## src/rtl/sd_card_dat_phy_if.sv

```systemverilog
// sd_card_dat_phy_if
//   Card-side block/FIFO handshake bundle of the SD card DAT PHY.
//   master : client logic (issues read requests, feeds the TX FIFO head,
//            receives words and status)
//   slave  : the PHY itself
//   Signals:
//     rd_start  request to send one read block (single-cycle)
//     tx_word   FIFO head, first-word-fall-through
//     tx_pop    consume tx_word at this edge
//     rx_word   received word, valid with rx_push
//     rx_push   one-cycle strobe per received word
//     done      one-cycle pulse at end of a block transaction
//     crc_err   sticky CRC / end-bit error of the last write block
//     idle      PHY is in IDLE
interface sd_card_dat_phy_if;
    logic        rd_start;
    logic [31:0] tx_word;
    logic        tx_pop;
    logic [31:0] rx_word;
    logic        rx_push;
    logic        done;
    logic        crc_err;
    logic        idle;

    modport master (
        output rd_start, tx_word,
        input  tx_pop, rx_word, rx_push, done, crc_err, idle
    );

    modport slave (
        input  rd_start, tx_word,
        output tx_pop, rx_word, rx_push, done, crc_err, idle
    );
endinterface

```

## src/rtl/sd_card_dat_phy.sv

```systemverilog
// sd_card_dat_phy
//   Card-side single-bit DAT PHY. Receives host write blocks (start bit,
//   32*WORDS data bits MSB first, CRC16, end bit), answers with a CRC
//   status token and a busy period, and pushes words out. On rd_start it
//   sends a read block popped from a FIFO, framed start/data/CRC16/end.
//   Macro SD_CARD_DAT_CRC_EN: when defined, CRC16-CCITT is generated on TX
//   and checked on RX; when undefined no CRC logic exists, TX sends 16 zero
//   bits and RX only flags a 0 end bit.
//   Ports:
//     SDclock  clock, rising edge
//     reset    synchronous, active-high
//     dat_in   DAT line as seen by the card
//     dat_out  DAT value driven by the card (valid while dat_oe=1)
//     dat_oe   card pad output enable
//     bus      block/FIFO handshake (slave modport)
module sd_card_dat_phy #(
    parameter int WORDS       = 4,
    parameter int BUSY_CYCLES = 8
) (
    input  logic             SDclock,
    input  logic             reset,
    input  logic             dat_in,
    output logic             dat_out,
    output logic             dat_oe,
    sd_card_dat_phy_if.slave bus
);
    localparam int WW = (WORDS > 1) ? $clog2(WORDS) : 1;

    typedef enum logic [3:0] {
        IDLE, RX_DATA, RX_CRC, RX_END, TOK_WAIT, TOK, BUSY,
        TX_START, TX_DATA, TX_CRC, TX_END
    } state_t;

    state_t          state, state_nx;
    logic [4:0]      bit_cnt;
    logic [WW-1:0]   word_cnt;
    logic [7:0]      busy_cnt;
    logic [30:0]     rx_sr;      // bit 31 of a word is never needed after capture
    logic [31:0]     tx_sr;
    logic            blk_bad;
    logic            last_bit, last_word, busy_last, rx_bad, crc_bit;

    assign last_bit  = (bit_cnt == 5'd31);
    assign last_word = (word_cnt == WW'(WORDS - 1));
    assign busy_last = (busy_cnt == 8'(BUSY_CYCLES));

`ifdef SD_CARD_DAT_CRC_EN
    logic [15:0] crc, crc_rx;

    function automatic logic [15:0] crc_step(input logic [15:0] c, input logic b);
        return {c[14:0], 1'b0} ^ ((c[15] ^ b) ? 16'h1021 : 16'h0000);
    endfunction

    // crc accumulates over data bits only; on TX it is then shifted out
    always_ff @(posedge SDclock) begin
        if (reset) begin
            crc    <= '0;
            crc_rx <= '0;
        end else begin
            case (state)
                IDLE:    crc    <= '0;
                RX_DATA: crc    <= crc_step(crc, dat_in);
                RX_CRC:  crc_rx <= {crc_rx[14:0], dat_in};
                TX_DATA: crc    <= crc_step(crc, tx_sr[31]);
                TX_CRC:  crc    <= {crc[14:0], 1'b0};
                default: ;
            endcase
        end
    end

    assign rx_bad  = !dat_in || (crc_rx != crc);
    assign crc_bit = crc[15];
`else
    assign rx_bad  = !dat_in;
    assign crc_bit = 1'b0;
`endif

    always_ff @(posedge SDclock) begin
        if (reset) state <= IDLE;
        else       state <= state_nx;
    end

    always_comb begin
        state_nx    = state;
        dat_out     = 1'b1;
        dat_oe      = 1'b0;
        bus.tx_pop  = 1'b0;
        bus.idle    = (state == IDLE);
        case (state)
            IDLE: begin
                // a start bit on the line beats a read request
                if (!dat_in)           state_nx = RX_DATA;
                else if (bus.rd_start) state_nx = TX_START;
            end
            RX_DATA:  if (last_bit && last_word) state_nx = RX_CRC;
            RX_CRC:   if (bit_cnt == 5'd15) state_nx = RX_END;
            RX_END:   state_nx = TOK_WAIT;
            TOK_WAIT: if (bit_cnt == 5'd1) state_nx = TOK;
            TOK: begin
                dat_oe = 1'b1;
                // token: 0, s2, s1, s0, 1 with status 010 good / 101 bad
                case (bit_cnt)
                    5'd0:    dat_out = 1'b0;
                    5'd1:    dat_out = blk_bad;
                    5'd2:    dat_out = !blk_bad;
                    5'd3:    dat_out = blk_bad;
                    default: dat_out = 1'b1;
                endcase
                if (bit_cnt == 5'd4) state_nx = blk_bad ? IDLE : BUSY;
            end
            BUSY: begin
                dat_oe  = 1'b1;
                dat_out = busy_last;
                if (busy_last) state_nx = IDLE;
            end
            TX_START: begin
                dat_oe     = 1'b1;
                dat_out    = 1'b0;
                bus.tx_pop = 1'b1;
                state_nx   = TX_DATA;
            end
            TX_DATA: begin
                dat_oe  = 1'b1;
                dat_out = tx_sr[31];
                if (last_bit) begin
                    if (last_word) state_nx   = TX_CRC;
                    else           bus.tx_pop = 1'b1;
                end
            end
            TX_CRC: begin
                dat_oe  = 1'b1;
                dat_out = crc_bit;
                if (bit_cnt == 5'd15) state_nx = TX_END;
            end
            TX_END: begin
                dat_oe   = 1'b1;
                state_nx = IDLE;
            end
            default: state_nx = IDLE;
        endcase
    end

    always_ff @(posedge SDclock) begin
        if (reset) begin
            bit_cnt     <= '0;
            word_cnt    <= '0;
            busy_cnt    <= '0;
            rx_sr       <= '0;
            tx_sr       <= '0;
            blk_bad     <= 1'b0;
            bus.rx_word <= '0;
            bus.rx_push <= 1'b0;
            bus.done    <= 1'b0;
            bus.crc_err <= 1'b0;
        end else begin
            bus.rx_push <= 1'b0;
            bus.done    <= 1'b0;
            // bit counter restarts on every state change
            bit_cnt     <= (state_nx != state) ? 5'd0 : bit_cnt + 5'd1;
            case (state)
                IDLE: begin
                    word_cnt <= '0;
                    busy_cnt <= '0;
                    if (state_nx != IDLE) bus.crc_err <= 1'b0;
                end
                RX_DATA: begin
                    rx_sr <= {rx_sr[29:0], dat_in};
                    if (last_bit) begin
                        bus.rx_word <= {rx_sr, dat_in};
                        bus.rx_push <= 1'b1;
                        word_cnt    <= word_cnt + 1'b1;
                    end
                end
                RX_END: begin
                    blk_bad <= rx_bad;
                    if (rx_bad) bus.crc_err <= 1'b1;
                end
                TOK:  if (bit_cnt == 5'd4 && blk_bad) bus.done <= 1'b1;
                BUSY: begin
                    busy_cnt <= busy_cnt + 8'd1;
                    if (busy_last) bus.done <= 1'b1;
                end
                TX_START: tx_sr <= bus.tx_word;
                TX_DATA: begin
                    if (last_bit && !last_word) begin
                        tx_sr    <= bus.tx_word;
                        word_cnt <= word_cnt + 1'b1;
                    end else begin
                        tx_sr <= {tx_sr[30:0], 1'b0};
                    end
                end
                TX_END: bus.done <= 1'b1;
                default: ;
            endcase
        end
    end
endmodule

```

## src/flat_wrapper.sv

```systemverilog
// flat-port wrapper written by rule: the top's interface ports become plain ports
module sd_card_dat_phy_flat 
#(
    parameter int WORDS       = 4,
    parameter int BUSY_CYCLES = 8
)
  (SDclock, reset, dat_in, dat_out, dat_oe, bus_rd_start, bus_tx_word, bus_tx_pop, bus_rx_word, bus_rx_push, bus_done, bus_crc_err, bus_idle);
  sd_card_dat_phy_if bus_i ();
  input  logic SDclock;
  input  logic reset;
  input  logic dat_in;
  output logic dat_out;
  output logic dat_oe;
  input wire logic [$bits(bus_i.rd_start)-1:0] bus_rd_start;
  input wire logic [$bits(bus_i.tx_word)-1:0] bus_tx_word;
  output wire logic [$bits(bus_i.tx_pop)-1:0] bus_tx_pop;
  output wire logic [$bits(bus_i.rx_word)-1:0] bus_rx_word;
  output wire logic [$bits(bus_i.rx_push)-1:0] bus_rx_push;
  output wire logic [$bits(bus_i.done)-1:0] bus_done;
  output wire logic [$bits(bus_i.crc_err)-1:0] bus_crc_err;
  output wire logic [$bits(bus_i.idle)-1:0] bus_idle;
  assign bus_i.rd_start = bus_rd_start;
  assign bus_i.tx_word = bus_tx_word;
  assign bus_tx_pop = bus_i.tx_pop;
  assign bus_rx_word = bus_i.rx_word;
  assign bus_rx_push = bus_i.rx_push;
  assign bus_done = bus_i.done;
  assign bus_crc_err = bus_i.crc_err;
  assign bus_idle = bus_i.idle;
  sd_card_dat_phy #(.WORDS(WORDS), .BUSY_CYCLES(BUSY_CYCLES)) u_core (.SDclock(SDclock), .reset(reset), .dat_in(dat_in), .dat_out(dat_out), .dat_oe(dat_oe), .bus(bus_i));
endmodule
```

## config.mk

```make
export PLATFORM = sky130hd
export DESIGN_NAME = sd_card_dat_phy_flat
export DESIGN_NICKNAME = d
export VERILOG_FILES = /design/src/rtl/sd_card_dat_phy_if.sv /design/src/rtl/sd_card_dat_phy.sv /design/src/flat_wrapper.sv
export SDC_FILE = /design/constraint.sdc
export NUM_CORES = 1
export LEC_CHECK = 0
export CORE_MARGIN = 3
export CORE_UTILIZATION = 54
export DETAILED_ROUTE_END_ITERATION = 7
export PLACE_DENSITY = 0.85
export RECOVER_POWER = 100
export SLEW_MARGIN = 40
export SYNTH_ARGS = -nofsm -noshare
export SYNTH_HDL_FRONTEND = slang
export SYNTH_SLANG_ARGS = --single-unit
```

## constraint.sdc

```tcl
create_clock -name SDclock -period 2.8 [get_ports SDclock]
set_input_delay 0.56 -clock SDclock [delete_from_list [all_inputs] [get_ports SDclock]]
set_output_delay 0.56 -clock SDclock [all_outputs]
set_load 0.02 [all_outputs]
```

==> reports/results.ini, run 1 <==
[finish]
mostFrequentLayoutCell = nand2_1
stdcell_count = 782
mostFrequentLayoutCells = 142 x nand2_1, 116 x dfxtp_1, 80 x a21oi_1, 49 x nor2_1, 35 x dlygate4sd3_1
antenna_cells = 0
area.growth.synth_to_final_pct = 27.8
drive_gt1_share_pct = 7.72
nNetsFinal = 706

[floorplan]
die_h_um = 102
die_x_um = 102
io_pins = 75
fp-row-count = 34
die-area_um2 = 10400
initial_core_util_pct = 56.4
coreArea_um2 = 8850

[sta]
setup_tns_ns = 0
tightest_slew_ns = 0.758
setup_viol = 0
hold_viol_final = 0
clock_skew_ns = 0.00771
min_period_ns = 2.65
rsz0062_at_grt = false
final_max_slew_viol_count = 0
slew_headroom_pct = 49.5
period_share_pct = 94.6
hold_ws_ns = 0.447
fmax_mhz = 378

[setup_path]
worstPathRequired_ns = 2.24
cp_data_arrival_time_ns = 2.09
path_max_fanout = 4
endpoint_kind = primary output
crit_path_max_incr_delay_ns = 0.38
cp_num_buf_inv = 2
worst_path_max_delay_cell = dfxtp_1
cp_top_family = buffers and inverters
critPathLaunchType = register
r2r_start = u_core.state[3]
worstSetupPathType = register to primary output
startpoint = u_core.bit_cnt[1]
crit_chain = inv_1 > ha_1 > nor2_1 > o211ai_1 > o31ai_1 > a21o_1 > nand3_1 > dlygate4sd2_1

[grt]
antenna_found_initial = 0
overflow = 0
grt_usage_pct = 23.3
grt_pass1_wl_um = 19500
grt_max_degree = 58
grt_pass1_vias = 4318

[clock_network]
numCtsBuffers = 17
cts_max_level = 4
cts.sinks = 118
clk_pin_slew_worst_paths_ns = 0.06
clock_tree.root_cell = clkbuf_8
clock_latency_ns = 0.52
cts_tree = yes
post-cts-setup-buffers = 0
clockBufferDepth = 2

[flow_run]
cap_violations = 0

[drt]
vias_per_cell = 5.73
wl_um = 11700
drt-pass1-iter-count = 7
drtIter0Drc = 326
vias = 4482
drt-wirelength-per-cell_um = 15.0
ant_nets = 0
drc = 0

[logic_synthesis]
synth_top_area_share_pct = 47.4
synth-main-ff-cell = dfxtp_1
post_synth.cell_area_avg_um2 = 8.30
synth_top_family_by_area = simple AND/OR/NAND/NOR gates
synth_xor_area_share_pct = 0.351
synthTopCellsByArea = dfxtp_1 47%, nand2_1 11%, a21oi_1 8.0%
synth_fp_nets = 646
yosysWarnings = 0
synth-compound-area-share_pct = 16.7
synth_top_cell_by_area = dfxtp_1
netlist_instances = 601
async_flop_share_pct = 0
yosysSeqAreaShare_pct = 47.4
muxShareOfSynthArea_pct = 7.12
synth_simple_gate_area_share_pct = 21.5
synth_edf_count = 0
netlist_area_um2 = 4990
ys_ff_latch = 118
yosysUniqueCellTypes = 50
yosys.area_share.adder_pct = 2.26

[pwr]
p_leak_nw = 2.49
peakVddDrop_mv = 0.416
cellPowerDensity_nw_per_um2 = 707

[placement]
dp_cells = 750
port-buffer-count = 74
gp_congestion = 0.888
dp_hpwl_um = 7380

[run_status]
status = finished clean

[worst_hold_path]
min_from = u_core.bus.rx_word[3]
min_path_type = register to register

[worst paths after layout]
path	slack [ns]	cells after the start	endpoint
worst min register to register	0.45	2	u_core.bus.rx_word[3]
worst max-delay path	0.15	8	dat_out
worst min-delay path	0.45	2	u_core.bus.rx_word[3]
worst max register to register	0.29	8	u_core.bus.rx_word[18]
[tightest hold or removal path: stages (launching register included)]
cell and delay, ns:
dfxtp_1 0.30, nand2_1 0.05, a21oi_1 0.05
[metrics by stage]
step | setup WS, ns | util, % | instance area [µm²] | power, mW
after global routing | 0.0243 | 72.0 | 6370 | 4.65
final | 0.152 | 72.0 | 6370 | 4.50
after CTS | 0.000614 | 72.4 | 6410 | 4.54
after floorplan | 0.595 | - | 4990 | 2.13
after detailed placement | 0.192 | 65.3 | 5780 | 2.28
after global placement | 0.235 | 65.3 | 5780 | 2.25
[layer usage]
layer / part of all wire [%] / global-route usage, %
met3: 5.6 / 6.76
met1: 43 / 28.5
met2: 50 / 38.7
met4: 1.6 / 9.59
met5: 0 / 0
[registers in the layout (all words and copies together), names as in the netlist]
signal / count
u_core.bus.rx_push: 1
u_core.word_cnt: 2
u_core.tx_sr: 32
u_core.state: 4
u_core.bus.done: 1
u_core.bus.rx_word: 32
u_core.busy_cnt: 8
u_core.bit_cnt: 5
u_core.bus.crc_err: 1
u_core.blk_bad: 1
u_core.rx_sr: 31
[timing repair]
item | in CTS | in global routing
endpoints found under the setup margin | 4 | 4
hold buffers | 0 | 0
pin swaps | 0 | 0
cloned | 0 | 0
gates resized for setup | 9 | 6
[where the power goes]
group | switching [mW] | internal (mW)
clock network | 0.804 | 1.48
logic | 0.303 | 0.170
registers | 0.0329 | 1.71
total | 1.14 | 3.36
[cell families (layout without fill, tap and decap cells)]
family	Yosys count	in the layout
muxes	35	35
buffers and inverters	54	127
adders and majority gates	9	9
xor gates and xnor gates	2	2
DFF	118	118
and+or+nand+nor	244	244
AOI/OAI and AO/OA	139	139
[Yosys cell counts, types with 2 or more instances]
master    count
nand2_1     142
dfxtp_1     118
a21oi_1      80
nor2_1       49
a211oi_1     33
mux2i_1      33
clkbuf_1     25
buf_2        14
nand3_1      12
ha_1          9
inv_1         9
o21ai_0       6
and3_1        4
nand4_1       4
nor2b_1       4
nor3_1        4
nor4_1        4
a31oi_1       3
buf_1         3
nand2b_1      3
o211ai_1      3
or4bb_1       3
a21boi_0      2
and4bb_1      2
buf_6         2
nor3b_1       2
nor4b_1       2
o22ai_1       2
or2_0         2
or3_1         2
[area by class of cell]
type / instances / area (µm²)
Fill cell: 653 / 2470
Timing Repair Buffer: 85 / 818
Inverter: 10 / 37.5
Multi-Input combinational cell: 429 / 2390
Sequential cell: 118 / 2360
Clock buffer: 19 / 432
Clock inverter: 13 / 193
Tap cell: 108 / 135
Power figures use the tool's default switching activity.
==> inputs of run 2 (changes only) <==
--- a/config.mk
+++ b/config.mk
@@ -10,6 +10,7 @@
 export DETAILED_ROUTE_END_ITERATION = 7
 export PLACE_DENSITY = 0.85
 export RECOVER_POWER = 100
+export SKIP_CTS_REPAIR_TIMING = 1
 export SLEW_MARGIN = 40
 export SYNTH_ARGS = -nofsm -noshare
 export SYNTH_HDL_FRONTEND = slang
==> run 2 against run 1 <==
Hold slack about the same; flip-flop and latch count unchanged; via count down 0.42%; utilization down 0.056 points; clock skew about the same; die area unchanged; combinational power about the same; critical endpoint is now bus_tx_pop.
==> reports/results.ini, run 2 (same netlist as run 1, synthesis figures left out) <==
[finish]
mostFrequentLayoutCell = nand2_1
nNetsFinal = 706
antenna_cells = 0
largestRegisters = u_core.bus.rx_word x32, u_core.tx_sr x32, u_core.rx_sr x31
mostFrequentLayoutCells = 142 x nand2_1, 116 x dfxtp_1, 80 x a21oi_1, 49 x nor2_1, 35 x dlygate4sd3_1
drive_gt1_share_pct = 7.57
area.growth.synth_to_final_pct = 27.7
post-route-cell-area_um2 = 6370

[worst_hold_path]
min_path_type = register to register

[setup_path]
cp_num_buf_inv = 1
worstSetupPathType = register to primary output
worstPathRequired_ns = 2.24
critPathLaunchType = register
cp_top_family = adder cells
path_max_fanout = 6
cp_data_arrival_time_ns = 2.08
endpoint_kind = primary output
cp_common_cell = ha_2
crit_path_max_incr_delay_ns = 0.38
worst_path_max_delay_cell = dfxtp_1
crit_chain = ha_2 > and3_1 > ha_2 > nand2b_1 > o21ai_0 > clkbuf_2

[drt]
vias_per_cell = 5.71
drt-wirelength-per-cell_um = 14.9
drtIter0Drc = 313
drc = 0
wl_um = 11700
drt-pass1-iter-count = 6
vias = 4463
ant_nets = 0

[floorplan]
die_x_um = 102
initial_core_util_pct = 56.4
fp-row-count = 34
die-area_um2 = 10400
io_pins = 75
coreArea_um2 = 8850
die_h_um = 102

[clock_network]
clockBufferDepth = 2
cts_max_level = 4
clk_pin_slew_worst_paths_ns = 0.06
numCtsBuffers = 17
clock_latency_ns = 0.52
cts.sinks = 118
cts_tree = yes
clock_tree.root_cell = clkbuf_8

[placement]
gp_congestion = 0.888
port-buffer-count = 74
dp_hpwl_um = 7380
placed_area_um2 = 5780

[sta]
hold_ws_ns = 0.447
clock_skew_ns = 0.00773
hold_viol_final = 0
slew_headroom_pct = 49.8
final_max_slew_viol_count = 0
period_share_pct = 94.4
fmax_mhz = 378
setup_tns_ns = 0
tightest_slew_ns = 0.753
setup_viol = 0
rsz0062_at_grt = false
min_period_ns = 2.64

[pwr]
swShare_pct = 25.3
cellPowerDensity_nw_per_um2 = 706
p_seq_share_pct = 38.8
power_frac_comb_pct = 10.5
p_leak_nw = 2.49
power.switching_mw = 1.14
p_int_mw = 3.36
peakVddDrop_mv = 0.416
clkPwrFrac_pct = 50.7
finalPower_mw = 4.50

[grt]
antenna_found_initial = 0
grt_max_degree = 58
overflow = 0
grt_pass1_vias = 4312
grt_usage_pct = 23.3
grt_pass1_wl_um = 19500

[flow_run]
cap_violations = 0

[run_status]
status = finished clean

run 2: changes by cell type in the layout (fill, tap and decap cells not counted), sizes merged:
cell	delta
buf	-1
clkbuf	+2
dlygate4sd2	-1
run 2: worst min-delay path, stage by stage, from the launching register on:
cell     delay [ns]
dfxtp_1        0.30
nand2_1        0.05
a21oi_1        0.05
run 2: per-layer routing:
layer / wire, µm / GRT usage (%) / vias to the layer above
met5: 0 / 0 / -
met4: 206 / 9.59 / 0
met3: 684 / 6.76 / 20
met2: 5850 / 38.6 / 139
met1: 4940 / 28.5 / 2104
li1: - / - / 2200
run 2: stage by stage:
stage	setup slack (ns)	cells	utilization [%]
6_report	0.157	782	72.0
5_1_grt	0.00605	782	72.0
4_1_cts	-0.406	782	72.3
3_5_place_dp	0.192	750	65.3
3_3_place_gp	0.235	750	65.3
2_1_floorplan	0.595	601	-
run 2: final timing paths:
path         slack [ns]                      to             startpoint  depth (start not counted)
min                0.45   u_core.bus.rx_word[3]  u_core.bus.rx_word[3]                          2
min reg2reg        0.45   u_core.bus.rx_word[3]  u_core.bus.rx_word[3]                          2
max reg2reg        0.29  u_core.bus.rx_word[15]        u_core.state[3]                          8
max                0.16              bus_tx_pop      u_core.bit_cnt[1]                          6
run 2: power by group through the flow:
stage / clock network, mW / logic, mW / registers [mW]
final: 2.28 / 0.472 / 1.75
after global routing: 2.37 / 0.524 / 1.75
after CTS: 2.29 / 0.502 / 1.74
after detailed placement: 0 / 0.496 / 1.78
after global placement: 0 / 0.477 / 1.78
after floorplan: 0 / 0.359 / 1.77
run 2: cell type report:
type | instances | area (µm²)
clock buffer | 19 | 432
clock inverter | 13 | 193
fill | 653 | 2480
inverter | 10 | 37.5
multi-input combinational | 429 | 2390
sequential | 118 | 2360
tap | 108 | 135
timing repair buffer | 85 | 813
